<file path="config.mk">
export PLATFORM = sky130hd
export DESIGN_NAME = multi_sel_dec
export DESIGN_NICKNAME = d
export VERILOG_FILES = /design/src/rtl/multi_sel_dec.sv
export SDC_FILE = /design/constraint.sdc
export NUM_CORES = 1
export LEC_CHECK = 0
export CAP_MARGIN = 0
export CORE_MARGIN = 4
export CORE_UTILIZATION = 40
export CTS_CLUSTER_DIAMETER = 80
export CTS_CLUSTER_SIZE = 30
export DETAILED_ROUTE_END_ITERATION = 10
export GPL_ROUTABILITY_DRIVEN = 0
export GPL_TIMING_DRIVEN = 0
export PLACE_DENSITY = 0.7
export RECOVER_POWER = 50
export SYNTH_ARGS = -nofsm -noshare
export SYNTH_HDL_FRONTEND = slang
export SYNTH_SLANG_ARGS = --single-unit
</file>
<file path="constraint.sdc">
create_clock -name clk -period 1.4 [get_ports clk]
set_input_delay 0.35 -clock clk [delete_from_list [all_inputs] [get_ports clk]]
set_output_delay 0.35 -clock clk [all_outputs]
set_load 0.01 [all_outputs]
</file>
<file path="src/rtl/multi_sel_dec.sv">
// Receive-side decoder for the multi_sel product stream (d*1, d*3, d*7, d*8).
// Optional checking (compares, word0 fault, abort errors, err_cnt) under MULTI_SEL_DEC_CHK_EN.
module multi_sel_dec (
    input  logic        clk,
    input  logic        rst,
    input  logic [10:0] din,
    input  logic        input_grant,
    output logic [7:0]  d_out,
    output logic        d_valid,
    output logic        d_err,
    output logic [7:0]  err_cnt
);

    // Each state names the product word expected on din in that cycle.
    typedef enum logic [1:0] {
        IDLE = 2'd0,
        S3   = 2'd1,
        S7   = 2'd2,
        S8   = 2'd3
    } state_t;

    state_t     r_state;
    state_t     w_state_nxt;
    logic [7:0] r_cand;
    logic [7:0] w_cand_nxt;
    logic [7:0] r_d_out;
    logic [7:0] w_d_out_nxt;
    logic       r_d_valid;
    logic       w_d_valid_nxt;

`ifdef MULTI_SEL_DEC_CHK_EN
    logic        r_fault;
    logic        w_fault_nxt;
    logic        r_d_err;
    logic        w_d_err_nxt;
    logic [7:0]  r_err_cnt;
    logic [10:0] w_x1;
    logic [10:0] w_x3;
    logic [10:0] w_x7;
    logic [10:0] w_x8;
    logic [10:0] w_expect;
    logic        w_word_bad;

    // Exact 11-bit products; 255*8 = 2040 never wraps.
    assign w_x1 = {3'b000, r_cand};
    assign w_x8 = {r_cand, 3'b000};
    assign w_x3 = w_x1 + {w_x1[9:0], 1'b0};
    assign w_x7 = w_x8 - w_x1;

    always_comb begin
        case (r_state)
            S3:      w_expect = w_x3;
            S7:      w_expect = w_x7;
            default: w_expect = w_x8;
        endcase
    end

    assign w_word_bad = (din != w_expect);
`endif

    // State register
    always_ff @(posedge clk) begin
        if (rst) begin
            r_state <= IDLE;
        end else begin
            r_state <= w_state_nxt;
        end
    end

    // Next-state logic: any grant restarts at S3, otherwise walk the sequence.
    always_comb begin
        w_state_nxt = r_state;
        if (input_grant) begin
            w_state_nxt = S3;
        end else begin
            case (r_state)
                S3:      w_state_nxt = S7;
                S7:      w_state_nxt = S8;
                S8:      w_state_nxt = IDLE;
                default: w_state_nxt = IDLE;
            endcase
        end
    end

    // Output / datapath next values; everything lands in registers below.
    always_comb begin
        w_cand_nxt    = r_cand;
        w_d_out_nxt   = r_d_out;
        w_d_valid_nxt = 1'b0;
`ifdef MULTI_SEL_DEC_CHK_EN
        w_fault_nxt   = r_fault;
        w_d_err_nxt   = 1'b0;
`endif
        if (input_grant) begin
            w_cand_nxt  = din[7:0];
`ifdef MULTI_SEL_DEC_CHK_EN
            w_fault_nxt = |din[10:8];
            w_d_err_nxt = (r_state != IDLE);
`endif
        end else begin
            case (r_state)
                S3, S7: begin
`ifdef MULTI_SEL_DEC_CHK_EN
                    w_fault_nxt = r_fault | w_word_bad;
`endif
                end
                S8: begin
`ifdef MULTI_SEL_DEC_CHK_EN
                    if (r_fault || w_word_bad) begin
                        w_d_err_nxt = 1'b1;
                    end else begin
                        w_d_valid_nxt = 1'b1;
                        w_d_out_nxt   = r_cand;
                    end
`else
                    w_d_valid_nxt = 1'b1;
                    w_d_out_nxt   = r_cand;
`endif
                end
                default: ;
            endcase
        end
    end

    always_ff @(posedge clk) begin
        if (rst) begin
            r_cand    <= 8'd0;
            r_d_out   <= 8'd0;
            r_d_valid <= 1'b0;
        end else begin
            r_cand    <= w_cand_nxt;
            r_d_out   <= w_d_out_nxt;
            r_d_valid <= w_d_valid_nxt;
        end
    end

`ifdef MULTI_SEL_DEC_CHK_EN
    always_ff @(posedge clk) begin
        if (rst) begin
            r_fault   <= 1'b0;
            r_d_err   <= 1'b0;
            r_err_cnt <= 8'd0;
        end else begin
            r_fault <= w_fault_nxt;
            r_d_err <= w_d_err_nxt;
            if (w_d_err_nxt && (r_err_cnt != 8'hFF)) begin
                r_err_cnt <= r_err_cnt + 8'd1;
            end
        end
    end

    assign d_err   = r_d_err;
    assign err_cnt = r_err_cnt;
`else
    assign d_err   = 1'b0;
    assign err_cnt = 8'd0;
`endif

    assign d_out   = r_d_out;
    assign d_valid = r_d_valid;

endmodule

</file>
# [Yosys cells after proc, flatten, opt, wreduce, memory -nomap -nowiden]
# Index checks and enable logic that the tools add are counted.
[totals] reg_bits=19 latchBits=0 ram_bits=0 romBits=0 input_bits=14 output_inout_bits=18 elab_cells=14 memories=0
[op_classes] addsub=0 n_mul=0 n_div=0 order_cmp=0 n_eq_ne=3 n_shift=0 muxes=3 bitwise=1 n_reduce_logical=2
[op_table] op="2-bit == test (second input constant)" n=2
[op_table] op="2-bit one-hot mux with 2 select lines" n=1
[op_table] op="2-bit by 1-bit == test with 1-bit output (second input constant)" n=1
[op_table] op="1-bit two-way mux" n=2
[op_table] op="2-bit AND reduction" n=1
[op_table] op="2-bit OR reduction" n=1
[op_table] op="1-bit NOT" n=1

# [Depth between registers and ports, before layout]
[logic_depth] depth_word=3 depth_mapped=4 depth_no_buf=4

# [Worst setup path after synthesis]
# No wires, ideal clock.
[synth_path] path_kind="register to register" start="register r_state[0]" end="register r_d_out[1], in the netlist d_out[1]" setup_time_ps=118 arrival_ps=891 required_ps=1282 setup_slack_ps=391 path_stages_with_launch=4 path_buffers=0 synth_period_minus_slack_ps=1009 cell_sequence="dfxtp_1 ha_1 and2b_4 o21ai_1"
[synth_via] elab_chain_len=2
[synth_rtl] item="from (decl)" line_no="22" source="state_t r_state;"
[synth_rtl] item="from (signal assigned)" line_no="66" source="r_state <= w_state_nxt;"
[synth_rtl] item="2-bit == test" line_no="101" source="case (r_state)"
[synth_rtl] item="2-bit AND reduction (no source line)"
[synth_rtl] item="to (signal assigned)" line_no="132" source="r_d_out <= w_d_out_nxt;"
[synth_rtl] item="to (decl)" line_no="26" source="logic [7:0] r_d_out;"
# No other way between the ends.
# A chain may end at the register's enable or synchronous reset.

# [Final worst setup path]
[layout_path] start="register r_d_out[2], in the netlist d_out[2]" end="output port d_out[2]"
[layout_rtl] item="to (decl)" line_no="8" source="output logic [7:0] d_out,"
# No word-level cell between the ends.

==> run summary <==
The flow ran to the end, and the final reports show no timing, DRC or antenna violations. The top-level I/O count came out at 32. The level count of the clock H-tree is 1. The maximum vdd ir drop came out at 0.571 mV.

For this run, the share of the core covered by cells in the final layout is 56.1%. The most frequent standard cell in the layout excluding fill and tap cells is sky130_fd_sc_hd__dfxtp_1. The cell type of the slowest stage on the worst timing path is sky130_fd_sc_hd__dfxtp_1. The residual DRC count is 0. The cell at the root of the clock tree is sky130_fd_sc_hd__clkbuf_4. The fraction of layout cells with a size suffix above 1 is 16.1%. The hold path startpoint is d_out[3]. The delay of the slowest critical-path stage is 340 ps. The final routed wirelength across all metal layers is 1450 µm.

The area of the mapped netlist came out at 861 µm². In this run, distinct cell masters in the synthesized netlist total 17. The number of buffers inserted by port buffering came out at 19. The source-to-sink clock delay at the later pin of the worst-skew pair is 290 ps.

The cell internal power dissipation came out at 750 µW. Before antenna repair, the detailed router went through 4 iterations. The startpoint kind of the worst setup timing path is a register. The HPWL after detailed placement is 1080 µm.

The critical path is of the register to output pin type. The detailed-route wire length per cell came out at 10.4 µm. The total count of max-transition violations in the final report came to 0.

Static timing analysis puts the maximum clock frequency at 793 MHz. The total setup buffers inserted after CTS came out at 0. Of all nets on the critical path, the largest fanout is 2. The minimum hold slack came out at 466 ps. Once detail routing completed, the nets flagged for antenna violations numbered 0. Summing all multi-input logic gate instances after layout gives 384 µm².

The number of buffers inserted during clock tree synthesis is 3. The overall power came out at 967 µW. The clock slew seen by the registers of the worst setup and hold paths is 100 ps.

TritonCTS built the clock tree. Across the routed clock network, the largest skew measured is 6.39 ps. The total number of nets in the final design came out at 129.

The number of failing setup endpoints in the final timing report came out at 0. The required arrival time at the worst endpoint is 1050 ps. In this run the critical register-to-register path is launched from r_state[0]. The initial antenna violation count came out at 0. The logic gate share of total power is 13.8%.

The type of destination of the critical path is an output pin. The switching power came out at 217 µW. The cell area power density is 862 nW/µm². For this configuration, the core starts out at a cell density of 43.0%.

Walking the worst path, the cells encountered are dlygate4sd2_1. The area share of fa/ha/maj cells after synthesis is 2.91%. The synthesized instance count came out at 81. The core region is 2000 µm².

Leaving out fill and tap cells, the most frequent cells in the layout are 19 x sky130_fd_sc_hd__dfxtp_1, 10 x sky130_fd_sc_hd__nor2_1, 10 x sky130_fd_sc_hd__clkdlybuf4s50_1. The via count normalized by instance count is 4.35. Fill cells in the final layout number 200.

The max-capacitance violation count came out at 0. The accumulated negative setup slack is 0 ps. The number of cell instances on the worst register-to-register path is 3. The pin count of the biggest net entering global routing came out at 11. The area of all sequential standard cells is 380 µm². The post-synthesis register bit count is 19. The sequential share of power is 58.6%.

The mux cell area share after synthesis came out at 9.30%. The minimum clock period after layout is 1260 ps. The via count of the first global-routing pass is 501. The data arrival at the endpoint of the critical path came out at 910 ps.

The final critical-path share of the clock period is 90.1%. The reg2reg setup slack came out at 240 ps. The iteration-0 DRC count of the detailed router is 3. From synthesis to final layout, the design area changed by 30.4%. The post-placement worst setup slack is -165 ps. The total routing resource utilization after global routing is 10.8%.

Setup repair after global routing left no endpoint under its margin. The share of total power in the clock network is 27.6%. The average cell area after synthesis is 10.6 µm². During synthesis, Yosys emitted a total of 0 warnings. The number of antenna repair diodes is 0. The class of the most critical hold timing path is register to register.

The area share of and/or/nand/nor cells after synthesis came out at 23.8%. The final count of hold timing violations came to 0. The setup slack after layout came out at 139 ps.

The area of the die is 2960 µm². The synthesized-area fraction occupied by ao, oa, aoi and oai cells came out at 5.52%. The endpoint identified for the worst register-to-register timing path is d_out[6]. The number of vias after detailed routing is 604. Clock tree synthesis found a total of 19 sinks. The site row count came out at 16. Among cell families on the critical path, the largest total delay comes from flip-flops. By area, the combinational part of the netlist is dominated by simple AND/OR/NAND/NOR gates.

No sink is reached through more buffers than the 2 on the longest clock path. Summed over all cells, the static leakage comes to 0.518 nW. The number of buffers and inverters on the critical path is 1. The first-pass GRT wire length came out at 2280 µm.

The horizontal die dimension came out at 54.4 µm. The die height came out at 54.4 µm. The worst hold path passes through 2 cells. The aggregate global routing overflow is 0.

For hold timing, the worst endpoint is d_out[3]. In this run switching power makes up 22.5% of total power. The share of the synthesized netlist area taken by xor and xnor gates is 0%. The share of the Yosys chip area taken by registers is 44.2%.
## area by class of cell
| type | count | share of cell area [%] |
|---|---|---|
| Buffer | 13 | 10.3 |
| Sequential cell | 19 | 33.9 |
| Inverter | 1 | 0.334 |
| Multi-Input combinational cell | 56 | 34.2 |
| Tap cell | 27 | 3.01 |
| Clock buffer | 4 | 2.34 |
| Timing Repair Buffer | 19 | 15.9 |
## registers in the layout, summed over array words and instances (netlist names)
register	cells
d_out	8
r_cand	8
r_state	2
d_valid	1
## cell usage after synthesis, drive strengths merged
master   count  area [µm²]
and2b        1        10.0
nor2        10        37.5
nor3b        1        7.51
ha           2        25.0
mux2i        8        80.1
buf         13         115
o21ai        8        47.6
nor3         1        10.0
inv          1        3.75
dfxtp       19         380
conb         1        3.75
nand4bb      8        90.1
nand2b       8        50.1
## power by group through the flow
stage	clock network [mW]	registers [mW]	logic, mW
final	0.267	0.567	0.134
after global routing	0.298	0.569	0.148
after CTS	0.281	0.567	0.134
after detailed placement	0	0.579	0.134
after global placement	0	0.579	0.132
after floorplan	0	0.577	0.0925
## what timing repair did
action	4_1_cts	5_1_grt
endpoints found under the hold margin	0	0
hold buffers	0	0
setup endpoints to repair	9	0
resized for setup	9	0
## worst max path at each step
| stage | depth (start not counted) | from | end | slack, ps |
|---|---|---|---|---|
| 4_1_cts | 1 | d_out[2] | d_out[2] | 120 |
| 3_3_place_gp | 4 | rst | r_cand[3] | -140 |
| 6_report | 1 | d_out[2] | d_out[2] | 140 |
| 3_5_place_dp | 4 | rst | r_cand[0] | -170 |
| 2_1_floorplan | 3 | r_state[0] | d_out[1] | 390 |
| 5_1_grt | 4 | rst | r_cand[5] | 80 |
## worst min-delay path, cell delays in order, from the launching register on
cell	delay [ps]
sky130_fd_sc_hd__dfxtp_1	320
sky130_fd_sc_hd__nand2b_1	60
sky130_fd_sc_hd__o21ai_1	50
## layer usage
layer | vias to the layer above | GRT usage [%] | part of all wire (%)
met5 | - | 0 | 0
met4 | 0 | 2.49 | 0
met3 | 0 | 4.90 | 9.4
met2 | 23 | 15.7 | 45
met1 | 260 | 14.6 | 46
li1 | 321 | - | -
## cells by family after synthesis
group | Yosys count
fa+ha+maj | 2
other cells | 1
simple gates | 29
buf+inv | 14
compound gates | 8
flops | 19
mux | 8
## stage by stage
step,cells,instance area [µm²]
detailed placement,135,1110
global route,139,1120
finish,139,1120
global placement,135,1110
CTS,139,1130
floorplan,89,891
Power figures use the tool's default switching activity.
